## config.mk

```make
export PLATFORM = sky130hd
export DESIGN_NAME = syscfg_reg_slave
export DESIGN_NICKNAME = d
export VERILOG_FILES = /design/src/rtl/syscfg_reg_slave.sv
export SDC_FILE = /design/constraint.sdc
export NUM_CORES = 1
export LEC_CHECK = 0
export BUFFER_PORTS_ARGS = -buffer_cell sky130_fd_sc_hd__clkbuf_2
export CAP_MARGIN = 20
export CELL_PAD_IN_SITES_DETAIL_PLACEMENT = 2
export CELL_PAD_IN_SITES_GLOBAL_PLACEMENT = 2
export CORE_MARGIN = 2
export CORE_UTILIZATION = 22
export CTS_BUF_LIST = sky130_fd_sc_hd__clkbuf_8 sky130_fd_sc_hd__clkbuf_16
export DETAILED_ROUTE_END_ITERATION = 8
export PLACE_DENSITY = 0.81
export SLEW_MARGIN = 20
export SYNTH_ARGS = -nofsm -noshare
export SYNTH_HDL_FRONTEND = slang
export SYNTH_SLANG_ARGS = --single-unit
```

## constraint.sdc

```tcl
create_clock -name axil_aclk -period 1.7 [get_ports axil_aclk]
set_input_delay 0 -clock axil_aclk [delete_from_list [all_inputs] [get_ports axil_aclk]]
set_output_delay 0 -clock axil_aclk [all_outputs]
set_load 0.05 [all_outputs]
```

## src/rtl/syscfg_reg_slave.sv

```systemverilog
// AXI4-Lite register slave that issues timed reset pulses to the sys/shell/user domains.
// Define SYSCFG_SLVERR_EN to answer unmapped or wrong-direction accesses with SLVERR.
module syscfg_reg_slave #(
    parameter logic [31:0] BUILD_TIMESTAMP = 32'h01010000,
    parameter int          RST_CYCLES      = 16
) (
    input  logic        axil_aclk,
    input  logic        axil_rst,

    input  logic        s_axil_awvalid,
    output logic        s_axil_awready,
    input  logic [11:0] s_axil_awaddr,
    input  logic        s_axil_wvalid,
    output logic        s_axil_wready,
    input  logic [31:0] s_axil_wdata,
    output logic        s_axil_bvalid,
    input  logic        s_axil_bready,
    output logic [1:0]  s_axil_bresp,

    input  logic        s_axil_arvalid,
    output logic        s_axil_arready,
    input  logic [11:0] s_axil_araddr,
    output logic        s_axil_rvalid,
    input  logic        s_axil_rready,
    output logic [31:0] s_axil_rdata,
    output logic [1:0]  s_axil_rresp,

    output logic        sys_rst,
    output logic        shell_rst,
    output logic        user_rst,
    input  logic        sys_rst_done,
    input  logic        shell_rst_done,
    input  logic        user_rst_done
);

    localparam logic [1:0] RESP_OKAY = 2'b00;
`ifdef SYSCFG_SLVERR_EN
    localparam logic [1:0] RESP_ERR  = 2'b10;
`else
    localparam logic [1:0] RESP_ERR  = 2'b00;
`endif
    localparam logic [7:0] RST_LOAD  = 8'(RST_CYCLES);

    typedef enum logic { W_IDLE, W_RESP } w_state_t;
    typedef enum logic { R_IDLE, R_DATA } r_state_t;

    w_state_t    w_state;
    r_state_t    r_state;

    logic [9:0]  w_idx;
    logic [9:0]  r_idx;
    logic        w_fire;
    logic        r_fire;
    logic        w_legal;
    logic        w_nonzero;
    logic [2:0]  trig;
    logic [31:0] rd_data;
    logic        rd_legal;

    logic [7:0]  cnt [3];
    logic [2:0]  done_q;
    logic [2:0]  done_in;

    // Byte-lane bits of the address carry no meaning for 32-bit registers.
    logic        unused_addr_bits;
    assign unused_addr_bits = ^{s_axil_awaddr[1:0], s_axil_araddr[1:0]};

    assign w_idx     = s_axil_awaddr[11:2];
    assign r_idx     = s_axil_araddr[11:2];
    assign done_in   = {user_rst_done, shell_rst_done, sys_rst_done};
    assign w_nonzero = |s_axil_wdata;

    // Both write channels must be present before either is accepted.
    assign w_fire         = (w_state == W_IDLE) && s_axil_awvalid && s_axil_wvalid;
    assign s_axil_awready = w_fire;
    assign s_axil_wready  = w_fire;

    assign r_fire         = (r_state == R_IDLE) && s_axil_arvalid;
    assign s_axil_arready = r_fire;

    assign w_legal = (w_idx == 10'd1) || (w_idx == 10'd3) || (w_idx == 10'd5);

    always_comb begin
        trig = 3'b000;
        if (w_fire && w_nonzero) begin
            case (w_idx)
                10'd1:   trig = 3'b111;
                10'd3:   trig = 3'b010;
                10'd5:   trig = 3'b100;
                default: trig = 3'b000;
            endcase
        end
    end

    always_comb begin
        rd_data  = 32'd0;
        rd_legal = 1'b1;
        case (r_idx)
            10'd0:   rd_data = BUILD_TIMESTAMP;
            10'd2:   rd_data = {31'd0, done_q[0]};
            10'd4:   rd_data = {31'd0, done_q[1]};
            10'd6:   rd_data = {31'd0, done_q[2]};
            default: rd_legal = 1'b0;
        endcase
    end

    always_ff @(posedge axil_aclk or posedge axil_rst) begin
        if (axil_rst) begin
            w_state       <= W_IDLE;
            s_axil_bvalid <= 1'b0;
            s_axil_bresp  <= RESP_OKAY;
        end else begin
            case (w_state)
                W_IDLE: begin
                    if (w_fire) begin
                        w_state       <= W_RESP;
                        s_axil_bvalid <= 1'b1;
                        s_axil_bresp  <= w_legal ? RESP_OKAY : RESP_ERR;
                    end
                end
                W_RESP: begin
                    if (s_axil_bready) begin
                        w_state       <= W_IDLE;
                        s_axil_bvalid <= 1'b0;
                    end
                end
                default: w_state <= W_IDLE;
            endcase
        end
    end

    always_ff @(posedge axil_aclk or posedge axil_rst) begin
        if (axil_rst) begin
            r_state       <= R_IDLE;
            s_axil_rvalid <= 1'b0;
            s_axil_rdata  <= 32'd0;
            s_axil_rresp  <= RESP_OKAY;
        end else begin
            case (r_state)
                R_IDLE: begin
                    if (r_fire) begin
                        r_state       <= R_DATA;
                        s_axil_rvalid <= 1'b1;
                        s_axil_rdata  <= rd_data;
                        s_axil_rresp  <= rd_legal ? RESP_OKAY : RESP_ERR;
                    end
                end
                R_DATA: begin
                    if (s_axil_rready) begin
                        r_state       <= R_IDLE;
                        s_axil_rvalid <= 1'b0;
                    end
                end
                default: r_state <= R_IDLE;
            endcase
        end
    end

    // A trigger reloads the counter even mid-pulse, so a retrigger only stretches the pulse.
    always_ff @(posedge axil_aclk or posedge axil_rst) begin
        if (axil_rst) begin
            for (int i = 0; i < 3; i++) cnt[i] <= 8'd0;
            done_q <= 3'b000;
        end else begin
            for (int i = 0; i < 3; i++) begin
                if (trig[i]) begin
                    cnt[i]    <= RST_LOAD;
                    done_q[i] <= 1'b0;
                end else if (cnt[i] != 8'd0) begin
                    cnt[i] <= cnt[i] - 8'd1;
                end else if (done_in[i]) begin
                    done_q[i] <= 1'b1;
                end
            end
        end
    end

    assign sys_rst   = (cnt[0] != 8'd0);
    assign shell_rst = (cnt[1] != 8'd0);
    assign user_rst  = (cnt[2] != 8'd0);

endmodule
```

# Yosys cells after proc, flatten, opt, wreduce, memory -nomap -nowiden
# Index checks and enable logic that the tools add are counted.
classes:
  addsub: 3
  n_mul: 0
  div_mod_pow: 0
  order_cmp: 0
  eq_ne: 13
  n_shift: 0
  muxes: 30
  bitwise: 2
  n_reduce_logical: 21
op_table:
  columns: ["op", "n"]
  rows:
  - ["$pmux W25 S4", 1]
  - ["$mux W8", 6]
  - ["$reduce_or A32 Y1", 1]
  - ["$eq A10 B3 Y1 const B", 3]
  - ["$reduce_bool A8 Y1", 3]
  - ["$sub A8 B1 Y8 const B", 3]
  - ["$eq A10 B2 Y1 const B", 2]
  - ["$mux W1", 17]
  - ["$reduce_and A2 Y1", 6]
  - ["$reduce_bool A2 Y1", 6]
  - ["$eq A10 B1 Y1 const B", 1]
  - ["$logic_not A10 Y1", 1]
  - ["$pmux W3 S3", 1]
  - ["$ne A2 B2 Y1 const B", 4]
  - ["$pmux W1 S2", 4]
  - ["$ne A2 B1 Y1 const B", 3]
  - ["$logic_and A1 B1 Y1", 4]
  - ["$mux W3", 1]
  - ["$not A1 Y1", 2]
word_totals:
  register_bits: 63
  latchBits: 0
  ram_bits: 0
  rom_bits: 0
  input_bits: 66
  output_inout_bits: 44
  word_cells: 80
  memories: 0

# Depth between registers and ports, before layout
depth:
  ltp_word: 7
  depth_mapped: 6
  depth_no_buf: 6

# Worst setup path after synthesis
# OpenSTA, ideal clock, no wires.
synth_timing:
  path_kind: "flip-flop to flip-flop"
  start: "register cnt[16] (netlist bit)"
  end: "register cnt[20] (netlist bit)"
  setup_time_ps: 69
  arrival_ps: 1932
  t_required_ps: 1631
  slack_ps: -302
  stages_incl_launch_ff: 7
  n_path_buf: 0
  period_less_slack_ps: 2002
  path_cell_list: "dfrtp_1 -> inv_1 -> ha_1 -> nor3b_1 -> nand2_1 -> or4b_2 -> nand3b_1"
synth_via:
  elab_cells_between_ends: 5
  cone_classes: "1 x add/sub; 2 x mux; 2 x reduce/logical"
synth_rtl:
  columns: ["item", "line", "rtl"]
  rows:
  - ["start, declared", "60", "logic [7:0] cnt [3];"]
  - ["start signal, assigned by index", "170", "cnt[i] <= cnt[i] - 8'd1;"]
  - ["$reduce_bool A8 Y1", null, null]
  - ["net sys_rst", "28", "output logic sys_rst,"]
  - ["$reduce_bool A2 Y1 (no source line)", null, null]
# The timed path passes the listed nets, and every way through them passes these cells. The select of a mux whose other input is x is not followed.
# A chain may end at the register's enable or synchronous reset.

# Final worst setup path
layout_timing:
  start: "register cnt[16] (netlist bit)"
  end: "register cnt[20] (netlist bit)"
layout_via:
  elab_chain_cells: 3
  elab_cells_between_ends: 5
  cone_classes: "1 x add/sub; 2 x mux; 2 x reduce/logical"
layout_rtl:
  columns: ["item", "line", "rtl"]
  rows:
  - ["$sub A8 B1 Y8", "170", null]
  - ["$mux W8", "169", "end else if (cnt[i] != 8'd0) begin"]
  - ["$mux W8", "166", "if (trig[i]) begin"]
# Several ways; a longest one is shown, not always the timed one. The select of a mux whose other input is x is not followed.

==> flow_metrics.tcl <==
set metrics [dict create \
    half_perimeter_wire_length_of_the_detailed_placement_result_um 4780 \
    yosys_register_bits 33 \
    p_total_mw 3.40 \
    fin_nets 403 \
    synthCells 231 \
    r2r_start "cnt[16]$_DFFE_PP0P_" \
    hold_path.class "in -> reg" \
    clk_pin_slew_ns 0.07 \
    cellPowerDensity_nw_per_um2 1160 \
    net-switching-power_mw 1.35 \
    insertedDiodeCount 0 \
    clk-insertion-delay-late_ns 0.28 \
    gr-usage-met3_pct 2.48 \
    drt.antenna.violating_nets 0 \
    final_min_period_over_clock_period_pct 96.6 \
    numCtsBuffers 5 \
    final.setup_skew_ns 0.00332 \
    synthToLayoutAreaGrowth_pct 39.0 \
    run_status "completed" \
    report.final.setup_viol 0 \
    placementRows 35 \
    ys_dominant_reg_cell "dfrtp_1" \
    combinationalPowerShare_pct 37.3 \
    vdd.ir_drop.worst_mv 0.323 \
    share_clk_of_total_power_pct 22.4 \
    globalRouteMet1Util_pct 13.9 \
    final_hold_viol_count 0 \
    wire_length_after_detailed_routing_um 6020 \
    ctsRootBufferMaster "clkbuf_8" \
    number_of_cells_on_the_critical_path 5 \
    grt_antenna_before_repair 0 \
    synth_cell_type_count 38 \
    critical-path-top-delay-family "simple AND/OR/NAND/NOR gates" \
    synth_seq_area_share_pct 39.3 \
    synth.avg_cell_area_um2 9.09 \
    ys_async_rst_share_pct 100 \
    clock_path_buffers 2 \
    synth_top_cell_area_share_pct 39.3 \
    critical_path_cell_by_cell "inv_1, ha_1, nand2b_1, or4b_2, nand3b_1" \
    global_route_wire_length_before_repair_um 10100 \
    pwr-share-seq_pct 40.3 \
    dr.first_iter.drc_count 44 \
    crit_end "cnt[20]$_DFFE_PP0P_" \
    final_layout_size_suffix_gt1_share_pct 37.3 \
    cpPeakStageDelay_ns 0.62 \
    vias 1991 \
    layout_min_cycle_time_ns 1.64 \
    grt_use_total_pct 12.3 \
    cellLeakagePower_nw 1.44 \
    clock-sinks 33 \
    cp_slowest_cell "or4b_2" \
    gr-usage-met2_pct 23.2 \
    crit_path_start "cnt[16]$_DFFE_PP0P_" \
    timing.setup.critical_path_class "reg -> reg" \
    grt_overflow_total 0 \
    post-route-drc-count 0 \
    dr.pass1.iters 4 \
    worstSetupStartpointType "register" \
    crit_path_max_fanout 4 \
    clock_tree_from_tritoncts "done" \
    die-area_um2 10300 \
    timing.final.max_slew_violations 0 \
    synth_edf_count 0 \
    floorplan_die_height_um 102 \
    dp_slack_ns -0.0136 \
    syn_area_um2 2100 \
    place.gp.congestion 0.732 \
    yosys_warnings 0 \
    power_report.internal_total_mw 2.05 \
    die_span_in_x_um 102 \
    viasPerCell 4.32 \
    synth_top_cell_by_area "dfrtp_1" \
    critPathRequiredTime_ns 1.92 \
    globalRoute.busiestLayer "met2" \
    maxCapViolations 0 \
    wire_per_inst_um 13.1 \
    grt_max_degree 34 \
    power_switching_share_pct 39.6 \
    timing.critical_path.arrival_ns 1.86 \
    initial_core_util_pct 22.7 \
    design.portCount 110 \
    core_area_um2 9240 \
    grt_pass1_vias 2161 \
    port_buffers 72 \
    cp-end-kind "register" \
    timing.rr.end "cnt[20]$_DFFE_PP0P_" \
    r2r.worst_path.cells 5 \
    cp.buffers_inverters 1 \
    synth.top_cells.by_area "dfrtp_1 39%, buf_4 13%, nor2_1 5.4%" \
    fmax_mhz 609 \
    h-tree-depth 2 \
    r2r_setup_slack_ns 0.06 \
    setup_slack_ns 0.0582 \
]
cells in the final DEF (no fill, tap or decap), types with 3 or more instances in the layout:
cell / instances
a21oi_1: 13
a31oi_1: 6
mux2i_1: 7
nand2_1: 11
o21ai_0: 3
conb_1: 33
nor4_1: 12
ha_1: 3
nand2b_1: 3
inv_1: 16
nand3b_1: 3
buf_4: 21
dlygate4sd3_1: 7
a211oi_1: 3
inv_2: 3
nand3_1: 3
nor2_1: 30
nor3_1: 3
clkbuf_2: 69
dfrtp_1: 33
clkbuf_8: 6
nand2_2: 3
xnor2_1: 4
timing repair:
action | in CTS | in global routing
pin swaps | 1 | 1
hold endpoints to repair | 39 | 0
hold buffers | 7 | 0
setup buffers | 1 | 0
setup endpoints to repair | 5 | 12
gates resized for setup | 9 | 15
cells in the mapped netlist (all sizes together) (3+ instances only):
cell	instances
ha	6
nor3b	4
nand3b	3
a31oi	6
mux2i	7
o21ai	3
dfrtp	33
nand2	15
a211oi	5
buf	38
inv	18
a21oi	13
nor4b	3
nand3	3
nand2b	3
xnor2	4
nor2	30
nor4	15
nor3	4
power by group through the flow:
stage	sequential (mW)	clock (mW)	combinational, mW
final	1.37	0.762	1.27
after global routing	1.42	0.837	1.43
after CTS	1.35	0.800	1.26
after detailed placement	1.35	0	1.20
after global placement	1.33	0	1.12
after floorplan	1.33	0	0.855
how the worst min path moves through the flow:
stage                startpoint                           end  slack, ns  cells past startpoint
6_report         shell_rst_done         done_q[1]$_DFFE_PP0P_       0.01                      3
5_1_grt          shell_rst_done         done_q[1]$_DFFE_PP0P_      0.008                      3
4_1_cts          shell_rst_done         done_q[1]$_DFFE_PP0P_       0.01                      3
3_5_place_dp           axil_rst           cnt[23]$_DFFE_PP0P_       0.12                      3
3_3_place_gp           axil_rst           cnt[23]$_DFFE_PP0P_       0.11                      3
2_1_floorplan  s_axil_araddr[4]  s_axil_rdata[16]$_DFFE_PP0P_        0.1                      1
worst reg2reg max path: cells and delay by family, from the launching register on:
| family | cells | cell delay [ns] |
|---|---|---|
| AND/OR/NAND/NOR | 3 | 0.87 |
| flip-flops | 1 | 0.39 |
| adder cells (fa/ha/maj) | 1 | 0.19 |
| buffers and inverters | 1 | 0.13 |
kinds of logic after synthesis:
| kind of cell | share of synthesized area, % |
|---|---|
| buf+inv | 16.6 |
| compound gates | 11.7 |
| simple gates | 23.1 |
| xor+xnor | 1.67 |
| flops | 39.3 |
| other cells | 0.179 |
| mux | 3.87 |
| fa+ha+maj | 3.57 |
state kept, by name, indices dropped and copies added, names as in the netlist:
signal	count
cnt	24
s_axil_rdata	2
r_state	1
s_axil_rvalid	1
w_state	1
s_axil_bvalid	1
done_q	3
routing by layer:
layer / wire length (um) / part of all wire, % / vias to the layer above
met5: 0 / 0 / -
met4: 64 / 1.1 / 0
met3: 360 / 6.0 / 4
met2: 3180 / 53 / 92
met1: 2420 / 40 / 964
li1: - / - / 931
layout make-up:
cell class,instances,area [um^2]
clock buffer,6,82.6
clock inverter,2,33.8
fill,1084,6320
inverter,18,67.6
multi-input combinational,174,1150
sequential,33,826
tap,129,161
timing repair buffer,99,599
through the flow:
step	setup TNS, ns	hold WS, ns	instances	utilization, %	cell area, um^2
finish	0	0.0115	461	31.6	2920
global route	-0.0403	0.00790	461	31.6	2920
CTS	0	0.00959	461	31.1	2870
detailed placement	-0.0136	0.119	445	28.6	2640
global placement	0	0.107	445	28.6	2640
floorplan	-0.128	0.0958	263	-	2260
Note: power is estimated with default switching activity, not from simulation.
